`config.mk`:
```
export PLATFORM = sky130hd
export DESIGN_NAME = video_layer_mixer
export DESIGN_NICKNAME = d
export VERILOG_FILES = /design/src/rtl/video_layer_mixer.sv
export SDC_FILE = /design/constraint.sdc
export NUM_CORES = 1
export LEC_CHECK = 0
export ABC_AREA = 0
export BUFFER_PORTS_ARGS = -buffer_cell sky130_fd_sc_hd__buf_2
export CAP_MARGIN = 20
export CORE_MARGIN = 4
export CORE_UTILIZATION = 57
export DETAILED_ROUTE_END_ITERATION = 16
export PLACE_DENSITY_LB_ADDON = 0.05
export SYNTH_ARGS = -nofsm -noshare
export SYNTH_HDL_FRONTEND = slang
export SYNTH_SLANG_ARGS = --single-unit
export TNS_END_PERCENT = 10
```
`constraint.sdc`:
```
create_clock -name sys_clk -period 12.1 [get_ports sys_clk]
set_input_delay 0.605 -clock sys_clk [delete_from_list [all_inputs] [get_ports sys_clk]]
set_output_delay 0.605 -clock sys_clk [all_outputs]
set_load 0.02 [all_outputs]
```
`src/rtl/video_layer_mixer.sv`:
```
// video_layer_mixer
// Composites a background pixel stream with NUM_LAYER overlay layers in a
// two-stage pipeline. Layer i can be enabled, drawn opaque or as a 50% blend,
// and dropped where its pixel equals the chroma key. Layer 0 is the bottom
// layer. Configuration is shadowed and reloaded only on a frame-start pixel,
// so changes in the middle of a frame cannot tear the image.
//
// Ports
//   sys_clk, sys_rst        clock; asynchronous active-low reset
//   stall                   global hold; every pipeline register keeps its value
//   source_*                background stream (vld, hc, vc, start, rgb)
//   layer_vld/layer_rgb     per-layer pixels, aligned with source;
//                           layer i sits at [i*3*RGB_W +: 3*RGB_W]
//   cfg_*                   enable/blend/key requests, sampled at frame start
//   sink_*                  composited stream, 2 advances behind source
//   cfg_applied             one-cycle pulse after the shadow config loads

module vlm_lane #(
    parameter int RGB_W = 4
) (
    input  logic               hit_i,
    input  logic               blend_i,
    input  logic [3*RGB_W-1:0] acc_i,
    input  logic [3*RGB_W-1:0] layer_i,
    output logic [3*RGB_W-1:0] acc_o
);
    logic [3*RGB_W-1:0] avg;

    // Per-channel average at RGB_W+1 bits so the carry survives, then floor.
    for (genvar c = 0; c < 3; c++) begin : g_ch
        logic [RGB_W:0] sum;
        assign sum = {1'b0, acc_i[c*RGB_W +: RGB_W]} + {1'b0, layer_i[c*RGB_W +: RGB_W]};
        assign avg[c*RGB_W +: RGB_W] = RGB_W'(sum >> 1);
    end

    always_comb begin
        acc_o = acc_i;
        if (hit_i) acc_o = blend_i ? avg : layer_i;
    end
endmodule

module video_layer_mixer #(
    parameter int NUM_LAYER = 4,
    parameter int RGB_W     = 4,
    parameter int H_SIZE    = 11,
    parameter int V_SIZE    = 11
) (
    input  logic                         sys_clk,
    input  logic                         sys_rst,
    input  logic                         stall,
    input  logic                         source_vld,
    input  logic [H_SIZE-1:0]            source_hc,
    input  logic [V_SIZE-1:0]            source_vc,
    input  logic                         source_start,
    input  logic [3*RGB_W-1:0]           source_rgb,
    input  logic [NUM_LAYER-1:0]         layer_vld,
    input  logic [NUM_LAYER*3*RGB_W-1:0] layer_rgb,
    input  logic [NUM_LAYER-1:0]         cfg_enable,
    input  logic [NUM_LAYER-1:0]         cfg_blend,
    input  logic                         cfg_key_en,
    input  logic [3*RGB_W-1:0]           cfg_key,
    output logic                         sink_vld,
    output logic [H_SIZE-1:0]            sink_hc,
    output logic [V_SIZE-1:0]            sink_vc,
    output logic                         sink_start,
    output logic [3*RGB_W-1:0]           sink_rgb,
    output logic                         cfg_applied
);
    localparam int PIX_W = 3 * RGB_W;

    // Shadow configuration
    logic [NUM_LAYER-1:0] sh_en_q, sh_blend_q;
    logic                 sh_key_en_q;
    logic [PIX_W-1:0]     sh_key_q;
    logic                 cfg_applied_q;

    // Effective configuration for stage 1: on the loading edge the start pixel
    // already sees the new values, so bypass the shadow registers.
    logic                 load;
    logic [NUM_LAYER-1:0] eff_en, eff_blend;
    logic                 eff_key_en;
    logic [PIX_W-1:0]     eff_key;

    assign load       = ~stall & source_vld & source_start;
    assign eff_en     = load ? cfg_enable : sh_en_q;
    assign eff_blend  = load ? cfg_blend  : sh_blend_q;
    assign eff_key_en = load ? cfg_key_en : sh_key_en_q;
    assign eff_key    = load ? cfg_key    : sh_key_q;

    always_ff @(posedge sys_clk or negedge sys_rst) begin
        if (!sys_rst) begin
            sh_en_q     <= '0;
            sh_blend_q  <= '0;
            sh_key_en_q <= 1'b0;
            sh_key_q    <= '0;
        end else if (load) begin
            sh_en_q     <= cfg_enable;
            sh_blend_q  <= cfg_blend;
            sh_key_en_q <= cfg_key_en;
            sh_key_q    <= cfg_key;
        end
    end

    // Tracks the load edge every cycle; the output is masked during stall.
    always_ff @(posedge sys_clk or negedge sys_rst) begin
        if (!sys_rst) cfg_applied_q <= 1'b0;
        else          cfg_applied_q <= load;
    end
    assign cfg_applied = cfg_applied_q & ~stall;

    // Stage 1: hit detection and capture
    logic [NUM_LAYER-1:0]            hit_d;
    logic [NUM_LAYER-1:0][PIX_W-1:0] layer_d;

    for (genvar i = 0; i < NUM_LAYER; i++) begin : g_hit
        logic [PIX_W-1:0] lpix;
        assign lpix       = layer_rgb[i*PIX_W +: PIX_W];
        assign layer_d[i] = lpix;
        assign hit_d[i]   = eff_en[i] & layer_vld[i] & ~(eff_key_en & (lpix == eff_key));
    end

    logic                            s1_vld_q, s1_start_q;
    logic [H_SIZE-1:0]               s1_hc_q;
    logic [V_SIZE-1:0]               s1_vc_q;
    logic [PIX_W-1:0]                s1_bg_q;
    logic [NUM_LAYER-1:0]            s1_hit_q, s1_blend_q;
    logic [NUM_LAYER-1:0][PIX_W-1:0] s1_layer_q;

    always_ff @(posedge sys_clk or negedge sys_rst) begin
        if (!sys_rst) begin
            s1_vld_q   <= 1'b0;
            s1_start_q <= 1'b0;
            s1_hc_q    <= '0;
            s1_vc_q    <= '0;
            s1_bg_q    <= '0;
            s1_hit_q   <= '0;
            s1_blend_q <= '0;
            s1_layer_q <= '0;
        end else if (!stall) begin
            s1_vld_q   <= source_vld;
            s1_start_q <= source_start;
            s1_hc_q    <= source_hc;
            s1_vc_q    <= source_vc;
            s1_bg_q    <= source_rgb;
            s1_hit_q   <= hit_d;
            // Blend bits travel with the pixel so a reload between stages
            // cannot change how an in-flight pixel is mixed.
            s1_blend_q <= eff_blend;
            s1_layer_q <= layer_d;
        end
    end

    // Stage 2: bottom-to-top compositing chain
    logic [NUM_LAYER:0][PIX_W-1:0] acc;
    assign acc[0] = s1_bg_q;

    for (genvar i = 0; i < NUM_LAYER; i++) begin : g_lane
        vlm_lane #(.RGB_W(RGB_W)) u_lane (
            .hit_i   (s1_hit_q[i]),
            .blend_i (s1_blend_q[i]),
            .acc_i   (acc[i]),
            .layer_i (s1_layer_q[i]),
            .acc_o   (acc[i+1])
        );
    end

    logic              sink_vld_q, sink_start_q;
    logic [H_SIZE-1:0] sink_hc_q;
    logic [V_SIZE-1:0] sink_vc_q;
    logic [PIX_W-1:0]  sink_rgb_q;

    always_ff @(posedge sys_clk or negedge sys_rst) begin
        if (!sys_rst) begin
            sink_vld_q   <= 1'b0;
            sink_start_q <= 1'b0;
            sink_hc_q    <= '0;
            sink_vc_q    <= '0;
            sink_rgb_q   <= '0;
        end else if (!stall) begin
            sink_vld_q   <= s1_vld_q;
            sink_start_q <= s1_start_q;
            sink_hc_q    <= s1_hc_q;
            sink_vc_q    <= s1_vc_q;
            sink_rgb_q   <= acc[NUM_LAYER];
        end
    end

    assign sink_vld   = sink_vld_q;
    assign sink_start = sink_start_q;
    assign sink_hc    = sink_hc_q;
    assign sink_vc    = sink_vc_q;
    assign sink_rgb   = sink_rgb_q;
endmodule

```
==> results of run 1 <==
[through the flow]
stage / util / std cells / setup WS (ps) / hold WS (ps)
floorplan: - / 910 / 7220 / 309
detailed placement: 0.636 / 1230 / 6500 / 458
finish: 0.674 / 1262 / 6430 / 221
global route: 0.674 / 1262 / 6070 / 284
global placement: 0.636 / 1230 / 6640 / 450
CTS: 0.674 / 1262 / 6480 / 251
[logic make-up (layout without fill, tap and decap cells)]
group | Yosys count | count (layout) | share of synthesized area
compound gates | 181 | 181 | 0.129
simple gates | 223 | 223 | 0.118
mux | 134 | 134 | 0.161
xor+xnor | 71 | 71 | 0.0672
buf+inv | 102 | 238 | 0.0431
fa+ha+maj | 49 | 49 | 0.0760
flops | 150 | 150 | 0.406
[flip-flops by register name, indices dropped and copies added (netlist names)]
signal	count
cfg_applied_q	1
s1_bg_q	12
s1_blend_q	4
s1_hc_q	11
s1_hit_q	4
s1_layer_q	48
s1_start_q	1
s1_vc_q	11
s1_vld_q	1
sh_blend_q	4
sh_en_q	4
sh_key_en_q	1
sh_key_q	12
sink_hc	11
sink_rgb	12
sink_start	1
sink_vc	11
sink_vld	1
[worst register-to-register path, cell delays in order, from the launching register on]
cell and delay (ps):
dfrtp_1 750, inv_1 420, a22o_1 320, nor3_1 330, inv_1 90, ha_1 330, nand2_1 80, nor2_1 70
a211o_1 290, a2bb2oi_1 150, ha_1 360, nand3_1 100, or4b_2 610, o211ai_1 130, mux2i_1 320, and3_1 210
ha_1 270, a21oi_1 190, o21ai_0 90, o21ai_0 120, a21oi_1 90, a21oi_1 150, o22ai_1 90
[cell usage after synthesis, drive strengths merged, types with 2 or more instances]
| master | count | area, sq um |
|---|---|---|
| a211o | 4 | 35.0 |
| a211oi | 6 | 45.0 |
| a21o | 6 | 45.0 |
| a21oi | 34 | 170 |
| a22o | 4 | 35.0 |
| a2bb2oi | 2 | 17.5 |
| a311oi | 4 | 47.6 |
| a31oi | 12 | 75.1 |
| and2 | 3 | 18.8 |
| and3 | 10 | 62.6 |
| buf | 15 | 72.6 |
| clkbuf | 31 | 116 |
| dfrtp | 150 | 3750 |
| fa | 12 | 240 |
| ha | 37 | 463 |
| inv | 56 | 210 |
| mux2 | 117 | 1320 |
| mux2i | 17 | 174 |
| nand2 | 85 | 319 |
| nand2b | 7 | 43.8 |
| nand3 | 22 | 110 |
| nand3b | 5 | 50.1 |
| nand4 | 11 | 68.8 |
| nor2 | 33 | 124 |
| nor2b | 20 | 125 |
| nor3 | 10 | 50.1 |
| nor4 | 7 | 43.8 |
| o2111ai | 4 | 35.0 |
| o211a | 2 | 20.0 |
| o211ai | 13 | 97.6 |
| o21a | 2 | 15.0 |
| o21ai | 55 | 275 |
| o21bai | 2 | 15.0 |
| o221a | 4 | 45.0 |
| o221ai | 6 | 52.6 |
| o22ai | 8 | 50.1 |
| o311ai | 3 | 26.3 |
| or2 | 5 | 31.3 |
| xnor2 | 41 | 359 |
| xor2 | 30 | 263 |
[layout make-up]
| class | count | share of cell area |
|---|---|---|
| Clock buffer | 18 | 0.0401 |
| Sequential cell | 150 | 0.350 |
| Tap cell | 216 | 0.0252 |
| Timing Repair Buffer | 150 | 0.0714 |
| Inverter | 56 | 0.0196 |
| Multi-Input combinational cell | 658 | 0.476 |
| Clock inverter | 14 | 0.0168 |
[report_power, final]
| part | leakage, uW | switching (uW) | internal (uW) |
|---|---|---|---|
| clock network | 0.000299 | 236 | 314 |
| registers | 0.00178 | 82.0 | 569 |
| logic | 0.00278 | 289 | 234 |
[metal layers]
metal | wire length [um] | share of wire | GRT usage | vias to the layer above
met3 | 2000 | 0.079 | 0.0739 | 35
li1 | - | - | - | 3487
met4 | 512 | 0.020 | 0.0661 | 0
met1 | 11100 | 0.44 | 0.390 | 3583
met5 | 0 | 0 | 0 | -
met2 | 11600 | 0.46 | 0.439 | 266
[how the worst min path moves through the flow]
stage / from / end / slack [ps] / depth (start not counted)
after CTS: sys_rst / s1_layer_q[9] / 250 / 1
after floorplan: sys_rst / cfg_applied_q / 310 / 0
after global routing: sys_rst / s1_bg_q[2] / 280 / 1
after global placement: sh_blend_q[2] / sh_blend_q[2] / 450 / 2
final: sys_rst / s1_bg_q[1] / 220 / 1
after detailed placement: sh_en_q[1] / sh_en_q[1] / 460 / 2
[placed cells by master (no fill, tap or decap), drive strengths merged, types with 13 or more instances in the layout]
cell type,n
o21ai,55
nor2b,20
nor2,33
ha,37
nand2,85
xnor2,41
inv,65
xor2,30
o211ai,13
buf,150
mux2i,17
a21oi,34
mux2,117
clkbuf,18
nand3,22
dfrtp,150
==> flow_metrics.py, run 1 <==
metrics = {
    "cts": {
        "ctsResizeCount": 0,
        "clock_latency_ps": 440,
        "post_cts_buffers": 0,
        "cts_tree": "yes",
        "cts_hold_buf": 0,
        "cts_root_buf": "clkbuf_16",
        "htreeDepth": 4,
        "cts_buffers": 17,
        "cts_buffer_depth": 2,
        "clk_pin_slew_worst_paths_ps": 70,
        "cts.sinks": 150,
    },
    "layout": {
        "stdcell_area_sq_um": 10700,
        "seqCellArea_sq_um": 3750,
        "layout-drive-gt1-share": 0.298,
        "n_fill_cell": 1353,
        "area_growth_pct": 15.7,
        "multi_input_area_sq_um": 5100,
        "num_antenna_cells": 0,
        "nets": 1194,
    },
    "synth": {
        "avgSynthCellArea_sq_um": 10.2,
        "ys_types": 62,
        "synth_warnings": 0,
        "postSynthCellCount": 910,
        "synth_edf_count": 0,
        "synthFlopType": "dfrtp_1",
        "synth_area_sq_um": 9260,
        "async_reset_ff_frac": 1.00,
        "synth-seq-area-share": 0.406,
        "synth_seq_cells": 150,
        "syn-num-nets": 1071,
    },
    "timing": {
        "fmax_mhz": 176,
        "rsz0062_at_grt": "false",
        "tightest_slew_ps": 900,
        "hold_viol_final": 0,
        "slew_headroom": 0.383,
        "setup_tns_ps": 0,
        "setup_viol": 0,
        "finClkSkew_ps": 7.86,
        "fin_crit_ps": 5670,
        "slew_viol_final": 0,
        "finalCritPeriodShare": 0.469,
    },
    "setup_path": {
        "critPathKind": "reg2reg",
        "reg2reg_slack_ps": 6430,
        "cp-start-kind": "flop",
        "r2r-end": "sink_rgb[2]",
        "reg2reg_depth": 22,
        "crit_chain": "inv_1 > a22o_1 > nor3_1 > inv_1 > ha_1 > nand2_1 > nor2_1 > a211o_1 > a2bb2oi_1 > ha_1 > nand3_1 > or4b_2 > o211ai_1 > mux2i_1 > and3_1 > ha_1 > a21oi_1 > o21ai_0 > o21ai_0 > a21oi_1 > a21oi_1 > o22ai_1",
        "r2r-start": "s1_hit_q[0]",
        "cpPeakStageDelay_ps": 750,
        "cp-end-kind": "flop",
        "crit_buf_inv": 2,
        "crit_cells": 22,
        "worstPathArrival_ps": 5990,
        "cp.required_ps": 12420,
        "cpMaxStageDelayCell": "dfrtp_1",
        "cp_max_fo": 22,
        "worstSetupStartpoint": "s1_hit_q[0]",
        "path_delay_family": "compound AO/OA/AOI/OAI gates",
        "cp-endpoint": "sink_rgb[2]",
    },
    "pwr": {
        "ir_worst_vdd_uv": 110,
        "p_total_uw": 1720,
        "p_per_area_nw_per_um2": 161,
        "p_leak_uw": 0.00485,
    },
    "routing": {
        "totalWireLength_mm": 25.2,
        "vias_per_cell": 5.84,
        "drt.antenna.violating_nets": 0,
        "dr.pass1.iters": 5,
        "wl_per_cell_um": 20.0,
        "post-route-drc-count": 0,
        "via_count": 7371,
        "initialDrtViolationCount": 600,
    },
    "placement": {
        "portBuffers": 148,
        "place_hpwl_mm": 18.8,
        "postPlaceCellArea_sq_um": 10100,
        "place_congestion": 0.914,
    },
    "floorplan": {
        "die_area_sq_um": 18300,
        "fp.dieW_um": 135,
        "start_util": 0.583,
        "fp.coreArea_sq_um": 15900,
        "die_y_um": 135,
        "std_cell_rows": 46,
        "io_pins": 149,
    },
    "global_routing": {
        "track_usage": 0.279,
        "grt.overflow.total": 0,
        "grt_pass1_wl_mm": 38.9,
        "grt_max_degree": 88,
        "antenna_found_initial": 0,
        "grt_pass1_vias": 7159,
    },
    "hold_path": {
        "holdCritPathClass": "in2async",
    },
    "status": {
        "status": "completed",
    },
    "flow_run": {
        "cap_viol_max_count": 0,
    },
}
Note: power is estimated with default switching activity, not from simulation.
==> inputs of run 2 (changes only) <==
==> constraint.sdc (replaced) <==
create_clock -name sys_clk -period 5.4 [get_ports sys_clk]
set_input_delay 0.27 -clock sys_clk [delete_from_list [all_inputs] [get_ports sys_clk]]
set_output_delay 0.27 -clock sys_clk [all_outputs]
set_load 0.02 [all_outputs]
==> run 2 against run 1 <==
The flow now finishes with violations (negative hold slack). Register-to-register slack lost 6200 ps. Worst setup slack got worse by 6200 ps. Cell count increased by 1.7%. Fmax increased by 10%. Non-clock buffer count rose by 21. Power up 130%. Design area rose by 2.5%. Die area did not move.
==> flow_metrics.py, run 2 (synthesis results as in run 1) <==
metrics = {
    "status": {
        "status": "finished with violations",
        "failed_checks": "negative hold slack",
    },
    "layout": {
        "nets": 1215,
        "layout-drive-gt1-share": 0.334,
        "largest_reg_flops": 48,
        "layout_common_cells": "149 x dfrtp_1, 146 x buf_2, 116 x mux2_2",
        "final_common_cell": "dfrtp_1",
        "top_register": "s1_layer_q",
        "area_growth_pct": 18.7,
    },
    "timing": {
        "slew_headroom": 0.322,
        "slew_viol_final": 0,
        "hold_viol_final": 20,
        "tightest_slew_ps": 1020,
        "hold-worst-slack_ps": -57.3,
        "setup_tns_ps": 0,
        "setup_viol": 0,
        "finalCritPeriodShare": 0.951,
        "rsz0062_at_grt": "true",
        "fin_crit_ps": 5130,
        "finClkSkew_ps": 10.3,
        "fmax_mhz": 195,
    },
    "floorplan": {
        "start_util": 0.583,
        "fp.dieW_um": 135,
        "fp.coreArea_sq_um": 15900,
        "std_cell_rows": 46,
        "io_pins": 149,
        "die_area_sq_um": 18300,
        "die_y_um": 135,
    },
    "cts": {
        "htreeDepth": 4,
        "cts_tree": "yes",
        "cts_buffers": 17,
        "cts_buffer_depth": 2,
        "cts.sinks": 150,
        "cts_hold_buf": 0,
        "clk_pin_slew_worst_paths_ps": 70,
        "cts_root_buf": "clkbuf_16",
        "clock_latency_ps": 430,
    },
    "pwr": {
        "p_sw_uw": 1410,
        "ir_worst_vdd_uv": 242,
        "p_seq_frac": 0.365,
        "netSwitchingFraction": 0.358,
        "power_frac_comb": 0.327,
        "p_clk_frac": 0.307,
        "p_total_uw": 3930,
        "p_per_area_nw_per_um2": 358,
        "p_leak_uw": 0.00496,
        "p_int_uw": 2520,
    },
    "global_routing": {
        "grt_pass1_wl_mm": 40.1,
        "grt.overflow.total": 0,
        "grt_max_degree": 104,
        "antenna_found_initial": 1,
        "grt_pass1_vias": 7450,
        "track_usage": 0.285,
    },
    "routing": {
        "totalWireLength_mm": 25.3,
        "initialDrtViolationCount": 499,
        "post-route-drc-count": 0,
        "wl_per_cell_um": 19.7,
        "drt.antenna.violating_nets": 0,
        "via_count": 7480,
        "dr.pass1.iters": 6,
        "vias_per_cell": 5.83,
    },
    "setup_path": {
        "worstPathArrival_ps": 5440,
        "cp-start-kind": "flop",
        "r2r-end": "sink_rgb[2]",
        "cp_max_fo": 4,
        "r2r-start": "s1_bg_q[0]",
        "critPathKind": "reg2reg",
        "cp.required_ps": 5700,
        "reg2reg_slack_ps": 270,
        "reg2reg_depth": 24,
        "cp-end-kind": "flop",
    },
    "hold_path": {
        "holdCritPathClass": "in2async",
    },
    "placement": {
        "place_hpwl_mm": 18.8,
        "place_congestion": 0.887,
        "portBuffers": 148,
    },
    "flow_run": {
        "cap_viol_max_count": 0,
    },
}
run 2: cell count changes in the layout (fill, tap and decap cells not counted), moves of 3 or more:
| cell | before | now |
|---|---|---|
| a21oi_1 | 34 | 28 |
| a21oi_2 | 0 | 6 |
| buf_4 | 3 | 24 |
| clkinvlp_4 | 0 | 3 |
| ha_1 | 37 | 33 |
| ha_4 | 0 | 3 |
| o21ai_0 | 55 | 50 |
| o21ai_1 | 0 | 5 |
run 2: power by group through the flow:
stage | Combinational (uW) | Clock (uW) | Sequential (uW)
after detailed placement | 1210 | 0 | 1450
after CTS | 1220 | 1220 | 1430
final | 1290 | 1210 | 1430
after floorplan | 823 | 0 | 1450
after global routing | 1430 | 1280 | 1460
after global placement | 1190 | 0 | 1450
run 2: through the flow:
stage	instance area (sq um)	util	hold slack, ps	setup slack (ps)	instances
2_1_floorplan	9260	-	-25.6	521	910
3_3_place_gp	10200	0.641	455	141	1240
3_5_place_dp	10200	0.641	460	-4.24	1240
4_1_cts	10800	0.679	11.0	69.0	1272
5_1_grt	11000	0.691	21.7	-91.2	1283
6_report	11000	0.691	-57.3	267	1284
run 2: critical path: stages (launching register included):
cell	delay [ps]
dfrtp_1	400
and2_4	170
fa_2	390
xnor2_2	150
a211oi_2	240
a21oi_2	90
inv_1	110
ha_4	200
nand4b_1	80
o211ai_1	140
a211o_1	320
a2bb2oi_1	150
ha_1	310
nand3_1	90
or4b_2	610
o211ai_1	130
mux2i_1	300
and3_1	240
ha_4	230
a21oi_2	130
o21ai_0	80
o21ai_1	120
a21oi_1	90
a21oi_1	160
o22ai_1	90
run 2: how the worst max path moves through the flow:
stage / slack (ps) / endpoint / start / depth (start not counted)
after floorplan: 520 / sink_rgb[2] / s1_bg_q[0] / 24
after global placement: 140 / sink_rgb[2] / s1_layer_q[0] / 24
after detailed placement: -4 / sink_rgb[2] / s1_layer_q[0] / 24
after CTS: 70 / sink_rgb[8] / s1_bg_q[8] / 24
after global routing: -90 / sink_rgb[6] / s1_bg_q[4] / 23
final: 270 / sink_rgb[2] / s1_bg_q[0] / 24
run 2: metal layers:
layer / GRT usage / part of all wire / vias to the layer above
met1: 0.398 / 0.44 / 3649
met2: 0.439 / 0.45 / 245
met5: 0 / 0.00028 / -
met4: 0.106 / 0.034 / 2
met3: 0.0643 / 0.068 / 53
li1: - / - / 3531
run 2: final cells by class:
type	count	area, sq um
multi-input cells	658	5220
fillers	1282	4900
flip-flops and latches	150	3750
repair buffers	171	922
clock buffers	17	425
well taps	216	270
inverters	56	210
clock inverters	15	176
diodes	1	2.50
run 2: what timing repair did:
item                                    in CTS  in global routing
pin swaps                                    0                 15
endpoints found under the setup margin       2                  8
resized for setup                            2                 28
setup buffers                                0                 11
==> inputs of run 3 (changes only) <==
--- a/config.mk
+++ b/config.mk
@@ -9,7 +9,7 @@
 export BUFFER_PORTS_ARGS = -buffer_cell sky130_fd_sc_hd__buf_2
 export CAP_MARGIN = 20
 export CORE_MARGIN = 4
-export CORE_UTILIZATION = 57
+export CORE_UTILIZATION = 25
 export DETAILED_ROUTE_END_ITERATION = 16
 export PLACE_DENSITY_LB_ADDON = 0.05
 export SYNTH_ARGS = -nofsm -noshare
==> run 3 against run 2 <==
Flip-flop and latch count unchanged. Hold slack gained 100 ps. Largest cell class unchanged. Utilization is 38 points lower. Cell count increased by 21%. Power rose by 5.3%. Sequential power hardly changed. The flow now finishes without violations. Register-to-register slack got worse by 50 ps. First-iteration DRC count fell by 27%. Non-clock buffer count is 19 higher. Worst setup slack worse by 49 ps. Clock-buffer cell count rose by 2.
==> flow_metrics.py, run 3 (synthesis results as in run 1) <==
metrics = {
    "status": {
        "status": "completed",
    },
    "hold_path": {
        "worstHoldStart": "cfg_blend[2]",
        "whs_path_depth": 3,
        "holdCritPathClass": "in2reg",
        "holdPathEnd": "sh_blend_q[2]",
    },
    "flow_run": {
        "cap_viol_max_count": 0,
    },
    "setup_path": {
        "cpPeakStageDelay_ps": 610,
        "cp.required_ps": 5700,
        "r2r-end": "sink_rgb[3]",
        "r2r-start": "s1_bg_q[0]",
        "cp_max_fo": 3,
        "reg2reg_slack_ps": 220,
        "cp_common_cell": "a21oi_1",
        "cp-start-kind": "flop",
        "cp-end-kind": "flop",
        "worstPathArrival_ps": 5480,
        "cpMaxStageDelayCell": "or4b_2",
        "crit_chain": "and2_1 > fa_2 > xnor2_1 > a211oi_1 > a21oi_1 > inv_1 > ha_4 > nand4b_1 > o211ai_1 > buf_4 > a211o_1 > a2bb2oi_1 > ha_1 > nand3_1 > or4b_2 > o211ai_1 > mux2i_1 > and3_1 > ha_4 > a21o_1 > a21oi_1 > a21oi_1 > o22ai_1 > a21oi_1",
        "reg2reg_depth": 24,
        "crit_buf_inv": 2,
        "critPathKind": "reg2reg",
        "path_delay_family": "compound AO/OA/AOI/OAI gates",
    },
    "global_routing": {
        "track_usage": 0.165,
        "grt.overflow.total": 0,
        "grt_max_degree": 62,
        "grt_pass1_wl_mm": 50.0,
        "antenna_found_initial": 3,
        "grt_pass1_vias": 7571,
    },
    "floorplan": {
        "die_area_sq_um": 40200,
        "fp.coreArea_sq_um": 36500,
        "io_pins": 149,
        "start_util": 0.253,
        "fp.dieW_um": 200,
        "die_y_um": 200,
        "std_cell_rows": 70,
    },
    "cts": {
        "cts_tree": "yes",
        "cts_buffer_depth": 2,
        "clock_latency_ps": 440,
        "cts_buffers": 17,
        "cts_root_buf": "clkbuf_16",
        "cts.sinks": 150,
        "clk_pin_slew_worst_paths_ps": 70,
        "htreeDepth": 4,
    },
    "timing": {
        "rsz0062_at_grt": "true",
        "slew_headroom": 0.243,
        "setup_tns_ps": 0,
        "tightest_slew_ps": 1100,
        "setup_viol": 0,
        "hold_viol_final": 0,
        "finClkSkew_ps": 7.19,
        "fmax_mhz": 193,
        "hold-worst-slack_ps": 42.2,
        "slew_viol_final": 0,
        "fin_crit_ps": 5180,
        "finalCritPeriodShare": 0.960,
    },
    "routing": {
        "totalWireLength_mm": 33.1,
        "vias_per_cell": 4.73,
        "post-route-drc-count": 0,
        "drt.antenna.violating_nets": 0,
        "via_count": 7350,
        "wl_per_cell_um": 21.3,
        "dr.pass1.iters": 5,
        "initialDrtViolationCount": 365,
    },
    "layout": {
        "largest_reg_flops": 48,
        "multi_input_area_sq_um": 5220,
        "final_common_cell": "dfrtp_1",
        "area_growth_pct": 24.1,
        "top_register": "s1_layer_q",
        "layout_common_cells": "150 x dfrtp_1, 146 x buf_2, 116 x mux2_2",
        "nets": 1234,
        "fin_util": 0.314,
        "seqCellArea_sq_um": 3750,
        "n_fill_cell": 3806,
        "layout-drive-gt1-share": 0.343,
    },
    "placement": {
        "place_congestion": 0.821,
        "portBuffers": 148,
        "place_hpwl_mm": 25.7,
    },
    "pwr": {
        "ir_worst_vdd_uv": 232,
        "p_leak_uw": 0.00507,
        "p_per_area_nw_per_um2": 360,
    },
}
==> run 3: where the power goes <==
part | switching (uW) | internal, uW | total (uW)
Combinational | 749 | 625 | 1370
Clock | 535 | 782 | 1320
Sequential | 171 | 1280 | 1450
==> run 3: tightest hold or removal path: stages <==
cell	delay, ps
buf_2	70
nand2_1	40
nand2_1	70
==> run 3: per-layer routing <==
layer,wire [um],GRT usage
met1,16300,0.234
met5,35,0
met2,15200,0.260
met3,1390,0.0385
met4,259,0.0310
==> run 3: repair_timing <==
item | CTS | global route
hold buffers | 1 | 0
hold endpoints to repair | 49 | 0
setup buffers | 0 | 6
gates resized for setup | 0 | 33
endpoints found under the setup margin | 0 | 10
==> run 3: layout make-up <==
type | instances | share of cell area
Multi-Input combinational cell | 658 | 0.455
Sequential cell | 150 | 0.327
Timing Repair Buffer | 190 | 0.0943
Tap cell | 468 | 0.0510
Clock buffer | 19 | 0.0377
Inverter | 56 | 0.0183
Clock inverter | 13 | 0.0169
Antenna cell | 1 | 0.000218
==> run 3: through the flow <==
step | setup WS [ps] | total power (uW) | cell area [sq um] | cells
floorplan | 521 | 2270 | 9260 | 910
global placement | 104 | 2800 | 10700 | 1515
detailed placement | 69.5 | 2800 | 10700 | 1515
CTS | 14.3 | 4150 | 11300 | 1548
global route | -46.0 | 4420 | 11500 | 1554
finish | 218 | 4140 | 11500 | 1555
==> run 3: how the worst max path moves through the flow <==
| stage | start | to | slack [ps] | depth (start not counted) |
|---|---|---|---|---|
| 5_1_grt | s1_bg_q[4] | sink_rgb[6] | -50 | 24 |
| 3_3_place_gp | s1_bg_q[3] | sink_rgb[2] | 100 | 24 |
| 4_1_cts | s1_layer_q[9] | sink_rgb[10] | 10 | 24 |
| 6_report | s1_bg_q[0] | sink_rgb[3] | 220 | 24 |
| 3_5_place_dp | s1_layer_q[9] | sink_rgb[10] | 70 | 24 |
| 2_1_floorplan | s1_bg_q[0] | sink_rgb[2] | 520 | 24 |
